## src/rtl/paralelo_serial_pkg.sv

```systemverilog
// Shared types and helpers for the parallel-to-serial transmitter.
//   state_t           : transmitter sequencing states
//   IDLE_WORD_DEFAULT : idle/training symbol for the default 8-bit build
//   clog2             : ceil(log2(value)), never less than 1 (safe as a vector width)
package paralelo_serial_pkg;

  typedef enum logic [1:0] {
    RST   = 2'd0,
    TRAIN = 2'd1,
    RUN   = 2'd2
  } state_t;

  localparam logic [7:0] IDLE_WORD_DEFAULT = 8'hBC;

  function automatic int clog2(input int value);
    int res;
    res = 0;
    while ((1 << res) < value) res++;
    if (res < 1) res = 1;
    return res;
  endfunction

endpackage

```

## src/rtl/fifo_paralelo.sv

```systemverilog
// Synchronous FIFO, WIDTH x DEPTH (DEPTH a power of 2), no fall-through.
// Ports:
//   clk_32f  in   clock, posedge
//   reset    in   synchronous active-high, clears pointers and count
//   push     in   write wr_data (caller guarantees not full)
//   pop      in   advance head (caller guarantees not empty)
//   wr_data  in   WIDTH word to write
//   rd_data  out  current head word
//   count    out  occupancy 0..DEPTH
module fifo_paralelo
  import paralelo_serial_pkg::*;
#(
  parameter int WIDTH = 8,
  parameter int DEPTH = 4,
  localparam int PTR_W = clog2(DEPTH),
  localparam int CNT_W = $clog2(DEPTH + 1)
) (
  input  logic             clk_32f,
  input  logic             reset,
  input  logic             push,
  input  logic             pop,
  input  logic [WIDTH-1:0] wr_data,
  output logic [WIDTH-1:0] rd_data,
  output logic [CNT_W-1:0] count
);

  logic [WIDTH-1:0] mem [DEPTH];
  logic [PTR_W-1:0] wr_ptr;
  logic [PTR_W-1:0] rd_ptr;

  assign rd_data = mem[rd_ptr];

  always_ff @(posedge clk_32f) begin
    if (reset) begin
      wr_ptr <= '0;
      rd_ptr <= '0;
      count  <= '0;
    end else begin
      if (push) wr_ptr <= wr_ptr + 1'b1;
      if (pop)  rd_ptr <= rd_ptr + 1'b1;
      case ({push, pop})
        2'b10:   count <= count + 1'b1;
        2'b01:   count <= count - 1'b1;
        default: count <= count;
      endcase
    end
  end

  // Storage needs no reset; stale entries are unreachable once the pointers clear.
  always_ff @(posedge clk_32f) begin
    if (push) mem[wr_ptr] <= wr_data;
  end

endmodule

```

## src/rtl/paralelo_serial_param.sv

```systemverilog
// Parallel-to-serial transmitter: queues WIDTH-bit words and shifts them out one
// bit per clock, sending MIN_IDLE training idle words after reset and IDLE_WORD
// whenever the queue runs dry.
// Ports:
//   clk_32f       in   bit clock, posedge
//   reset         in   synchronous active-high
//   valid_in      in   data_in valid
//   data_in       in   parallel word
//   ready_out     out  queue can accept a word
//   data_out      out  serial bit
//   word_start    out  first bit of every word
//   sending_data  out  all bits of a queued (non-idle) word
//   fifo_count    out  queue occupancy
//
// state | meaning
// RST   | held in reset; outputs quiet, queue closed
// TRAIN | sending MIN_IDLE training idle words; queue accepts but is not drained
// RUN   | sending queued words, IDLE_WORD when empty
module paralelo_serial_param
  import paralelo_serial_pkg::*;
#(
  parameter int             WIDTH     = 8,
  parameter int             DEPTH     = 4,
  parameter logic [WIDTH-1:0] IDLE_WORD = WIDTH'(IDLE_WORD_DEFAULT),
  parameter int             MIN_IDLE  = 2,
  parameter bit             MSB_FIRST = 1'b1,
  localparam int            CNT_W     = $clog2(DEPTH + 1)
) (
  input  logic             clk_32f,
  input  logic             reset,
  input  logic             valid_in,
  input  logic [WIDTH-1:0] data_in,
  output logic             ready_out,
  output logic             data_out,
  output logic             word_start,
  output logic             sending_data,
  output logic [CNT_W-1:0] fifo_count
);

  localparam int BIT_W  = clog2(WIDTH);
  localparam int IDLE_W = clog2(MIN_IDLE + 1);
  localparam logic [BIT_W-1:0]  LAST_BIT  = BIT_W'(WIDTH - 1);
  localparam logic [IDLE_W-1:0] IDLE_LAST = IDLE_W'(MIN_IDLE - 1);

  state_t            state, state_nxt;
  logic [IDLE_W-1:0] idle_left, idle_left_nxt;
  logic [BIT_W-1:0]  bit_cnt;
  logic [WIDTH-1:0]  shift_reg;
  logic [WIDTH-1:0]  fifo_head;
  logic [WIDTH-1:0]  load_word;
  logic              is_data;
  logic              load, load_data, take_fifo, pop, push, word_end;

  assign ready_out = (state != RST) && (fifo_count < CNT_W'(DEPTH));
  assign push      = valid_in && ready_out;
  assign word_end  = (bit_cnt == LAST_BIT);

  fifo_paralelo #(.WIDTH(WIDTH), .DEPTH(DEPTH)) u_fifo (
    .clk_32f (clk_32f),
    .reset   (reset),
    .push    (push),
    .pop     (pop),
    .wr_data (data_in),
    .rd_data (fifo_head),
    .count   (fifo_count)
  );

  always_ff @(posedge clk_32f) begin
    if (reset) begin
      state     <= RST;
      idle_left <= '0;
    end else begin
      state     <= state_nxt;
      idle_left <= idle_left_nxt;
    end
  end

  // idle_left is a down-counter of training words still to finish; at zero the
  // boundary edge already follows RUN rules so data can follow training directly.
  always_comb begin
    state_nxt     = state;
    idle_left_nxt = idle_left;
    load          = 1'b0;
    take_fifo     = 1'b0;
    pop           = 1'b0;
    load_data     = 1'b0;
    load_word     = IDLE_WORD;
    case (state)
      RST: begin
        state_nxt     = TRAIN;
        idle_left_nxt = IDLE_LAST;
        load          = 1'b1;
      end
      TRAIN: begin
        if (word_end) begin
          load = 1'b1;
          if (idle_left == '0) begin
            state_nxt = RUN;
            take_fifo = 1'b1;
          end else begin
            idle_left_nxt = idle_left - 1'b1;
          end
        end
      end
      RUN: begin
        if (word_end) begin
          load      = 1'b1;
          take_fifo = 1'b1;
        end
      end
      default: state_nxt = RST;
    endcase
    if (take_fifo && (fifo_count != '0)) begin
      pop       = 1'b1;
      load_data = 1'b1;
      load_word = fifo_head;
    end
  end

  always_ff @(posedge clk_32f) begin
    if (reset) begin
      bit_cnt   <= '0;
      shift_reg <= '0;
      is_data   <= 1'b0;
    end else if (load) begin
      bit_cnt   <= '0;
      shift_reg <= load_word;
      is_data   <= load_data;
    end else begin
      bit_cnt   <= bit_cnt + 1'b1;
      shift_reg <= MSB_FIRST ? {shift_reg[WIDTH-2:0], 1'b0} : {1'b0, shift_reg[WIDTH-1:1]};
    end
  end

  assign data_out     = MSB_FIRST ? shift_reg[WIDTH-1] : shift_reg[0];
  assign word_start   = (bit_cnt == '0) && (state != RST);
  assign sending_data = is_data;

endmodule

```

## config.mk

```make
export PLATFORM = sky130hd
export DESIGN_NAME = paralelo_serial_param
export DESIGN_NICKNAME = d
export VERILOG_FILES = /design/src/rtl/paralelo_serial_pkg.sv /design/src/rtl/fifo_paralelo.sv /design/src/rtl/paralelo_serial_param.sv
export SDC_FILE = /design/constraint.sdc
export NUM_CORES = 1
export LEC_CHECK = 0
export BUFFER_PORTS_ARGS = -buffer_cell sky130_fd_sc_hd__buf_4
export CAP_MARGIN = 20
export CELL_PAD_IN_SITES_DETAIL_PLACEMENT = 0
export CELL_PAD_IN_SITES_GLOBAL_PLACEMENT = 1
export CORE_UTILIZATION = 48
export DETAILED_ROUTE_END_ITERATION = 10
export PLACE_DENSITY = 0.74
export SYNTH_ARGS = -nofsm -noshare
export SYNTH_HDL_FRONTEND = slang
export SYNTH_SLANG_ARGS = --single-unit
```

## constraint.sdc

```tcl
create_clock -name clk_32f -period 2.9 [get_ports clk_32f]
set_input_delay 0.29 -clock clk_32f [delete_from_list [all_inputs] [get_ports clk_32f]]
set_output_delay 0.29 -clock clk_32f [all_outputs]
set_load 0.05 [all_outputs]
```

==> results.md <==
- Antenna Cells: 0
- Final Max Tran Viols: 0
- Clk_lat worst skew: 0.33 ns
- Max Cap Violations: 0
- HP Class: in -> reg
- Layout cells sized above 1: 0.214
- # rows: 24
- Power share of the sequential group: 0.497
- Net switching power: 412 uW
- Via count: 1351
- Die Span X: 71.6 um
- Critical Path Sink: u_fifo.count[2]
- Hold path start: data_in[5]
- RSZ-0062 raised after global routing: no
- Mapped cell area: 2320 um^2
- CTS max path bufs: 2
- Switching portion of total power: 0.229
- Synth unique cells: 27
- Die Y-Extent: 71.6 um
- Design area: 2710 um^2
- Worst R2R Setup Slack: 0.25 ns
- Most frequent cells in the layout: edfxtp_1 (32), dfxtp_1 (25), nor2_1 (24)
- Worst VDD drop: 503 uV
- Hold_buf cts: 0
- Crit Path Category: reg -> reg
- Largest net degree at the start of global routing: 24
- Total grt overflow: 0
- Antenna Violating Nets Remaining: 0
- Wirelength per Cell: 14.6 um
- Slowest stage delay, CP: 0.39 ns
- Worst Setup End Kind: register
- Reg2reg start: state[0]
- Crit Reg-Reg Endpoint: u_fifo.count[2]
- Critical path startpoint: state[0]
- Total setup buffers inserted after CTS: 0
- Initial DRC count: 52
- FMAX: 378 MHz
- Total negative setup slack: 0 ns
- Worst-path clk slew: 0.07 ns
- DIE AREA: 5120 um^2
- Power Total: 1800 uW
- Type of origin of the critical path: register
- Nets: 226
- Clk_skew: 0.00793 ns
- Worst-path cell chain: inv_1 > ha_1 > nand2_1 > or3_1 > inv_1 > ha_1 > inv_1 > fa_1 > xor2_1 > or3_1 > a21oi_1
- Power per cell area: 665 nW/um^2
- #FFs+latches synth: 57
- Final Core Density: 0.601
- Total CTS buffers: 9
- Avg Cell Area, Syn: 13.1 um^2
- Min cycle time layout: 2.65 ns
- Seq/Total Area, Yosys: 0.629
- Area delta synth->final: 16.5%
- First-pass GRT wire length: 6.39 mm
- Core area: 4500 um^2
- CP max-delay cell: dfxtp_1
- Internal power: 1390 uW
- CTS H-tree lvls: 3
- Endpoints failing setup: 0
- CTS tree: done
- Status: finished clean
- Endpoints failing hold: 0
- Tightest Pin Transition: 0.563 ns
- Leading cell type in the layout, fill and taps excluded: edfxtp_1
- Initial antenna violation count: 0
- R2r worst-path depth: 11
- Mapped Cells: 177
- Combinational share of power: 0.086
- Max reg flops: 32
- Port Buffer Count: 17
- Vias in the first global route: 1414
- Crit-path max FO: 4
- Syn Nets: 202
- # DRC: 0
- Vias/cell: 5.24
- Slew headroom: 0.624
- RePlAce Congestion: 0.743
- DP Area: 2500 um^2
- Levels on crit path: 11
- Worst path arrival time: 2.91 ns
- DRT Wirelength: 3.77 mm
- # IOs: 18
- Clock root buffer master: clkbuf_8
- Worst path top cell family by delay: adder cells
- Clock share of power: 0.417
- DPL Wire Length: 2.60 mm
- Total global-route track usage: 0.174
- CP bufs+invs: 3
- CP required: 3.16 ns
- Post-cts sizing count: 0
- CP dominant cell by count: inv_1
- Warnings from Yosys: 0
- Leak pwr: 0.00101 uW
- Clk sink count: 57
- Drt first pass iters: 4
- Final period utilization: 0.913
- Starting Density: 0.516
## cells by family (layout without fill, tap and decap cells)
| family | after synthesis | after routing | synth area share |
|---|---|---|---|
| AO/OA/AOI/OAI | 15 | 15 | 0.0345 |
| XOR/XNOR | 4 | 4 | 0.0151 |
| adder cells (fa/ha/maj) | 14 | 14 | 0.0786 |
| buffers and inverters | 20 | 49 | 0.0361 |
| flip-flops | 57 | 57 | 0.629 |
| multiplexers | 9 | 9 | 0.0819 |
| AND/OR/NAND/NOR | 58 | 58 | 0.125 |
## power by group through the flow
stage | Combinational, uW | Sequential (uW) | Clock, uW
3_5_place_dp | 156 | 913 | 0
5_1_grt | 173 | 898 | 797
3_3_place_gp | 152 | 910 | 0
2_1_floorplan | 94.8 | 922 | 0
4_1_cts | 157 | 895 | 772
6_report | 154 | 895 | 750
## synthesized netlist by cell type
cell type / count / share of area
a21oi_1: 11 / 0.024
a2bb2oi_1: 1 / 0.0038
a31oi_1: 1 / 0.0027
and2_1: 6 / 0.016
buf_2: 1 / 0.0022
buf_6: 1 / 0.0048
clkbuf_1: 4 / 0.0065
dfxtp_1: 25 / 0.22
edfxtp_1: 32 / 0.41
fa_1: 1 / 0.0086
ha_1: 13 / 0.070
inv_1: 14 / 0.023
mux2i_1: 1 / 0.0043
mux4_2: 8 / 0.078
nand2_1: 4 / 0.0065
nand2b_1: 1 / 0.0027
nand3b_1: 3 / 0.0097
nor2_1: 24 / 0.039
nor3_1: 13 / 0.028
nor3b_1: 1 / 0.0032
nor3b_2: 1 / 0.0054
nor4b_1: 1 / 0.0038
o21ai_0: 2 / 0.0043
or2_2: 1 / 0.0027
or3_1: 3 / 0.0081
xnor2_1: 2 / 0.0075
xor2_1: 2 / 0.0075
## cell type report
cell class,instances,area [um^2]
Clock inverter,5,53.8
Timing Repair Buffer,19,143
Multi-Input combinational cell,100,778
Tap cell,52,65.1
Clock buffer,11,153
Fill cell,371,1800
Inverter,14,52.6
Sequential cell,57,1460
## how the worst min path moves through the flow
stage,depth (start not counted),slack (ns),to
6_report,1,0.15,u_fifo.mem[3][5]
5_1_grt,1,0.14,u_fifo.mem[3][5]
4_1_cts,1,0.13,u_fifo.mem[2][4]
3_5_place_dp,2,0.43,shift_reg[6]
3_3_place_gp,2,0.43,shift_reg[6]
2_1_floorplan,1,0.37,shift_reg[0]
## metal layers
| metal | part of all wire | track usage | routed length, um | vias to the layer above |
|---|---|---|---|---|
| met5 | 0 | 0 | 0 | - |
| met3 | 0.035 | 0.0549 | 133 | 6 |
| met2 | 0.51 | 0.285 | 1920 | 18 |
| met4 | 0.018 | 0.109 | 69 | 0 |
| li1 | - | - | - | 672 |
| met1 | 0.44 | 0.200 | 1650 | 655 |
## through the flow
step	setup WS, ns	instances	hold slack, ns
global route	0.0602	258	0.137
floorplan	0.322	177	0.369
detailed placement	0.280	242	0.431
global placement	0.371	242	0.434
CTS	0.259	258	0.131
finish	0.252	258	0.151
(Power assumes the default switching activity.)
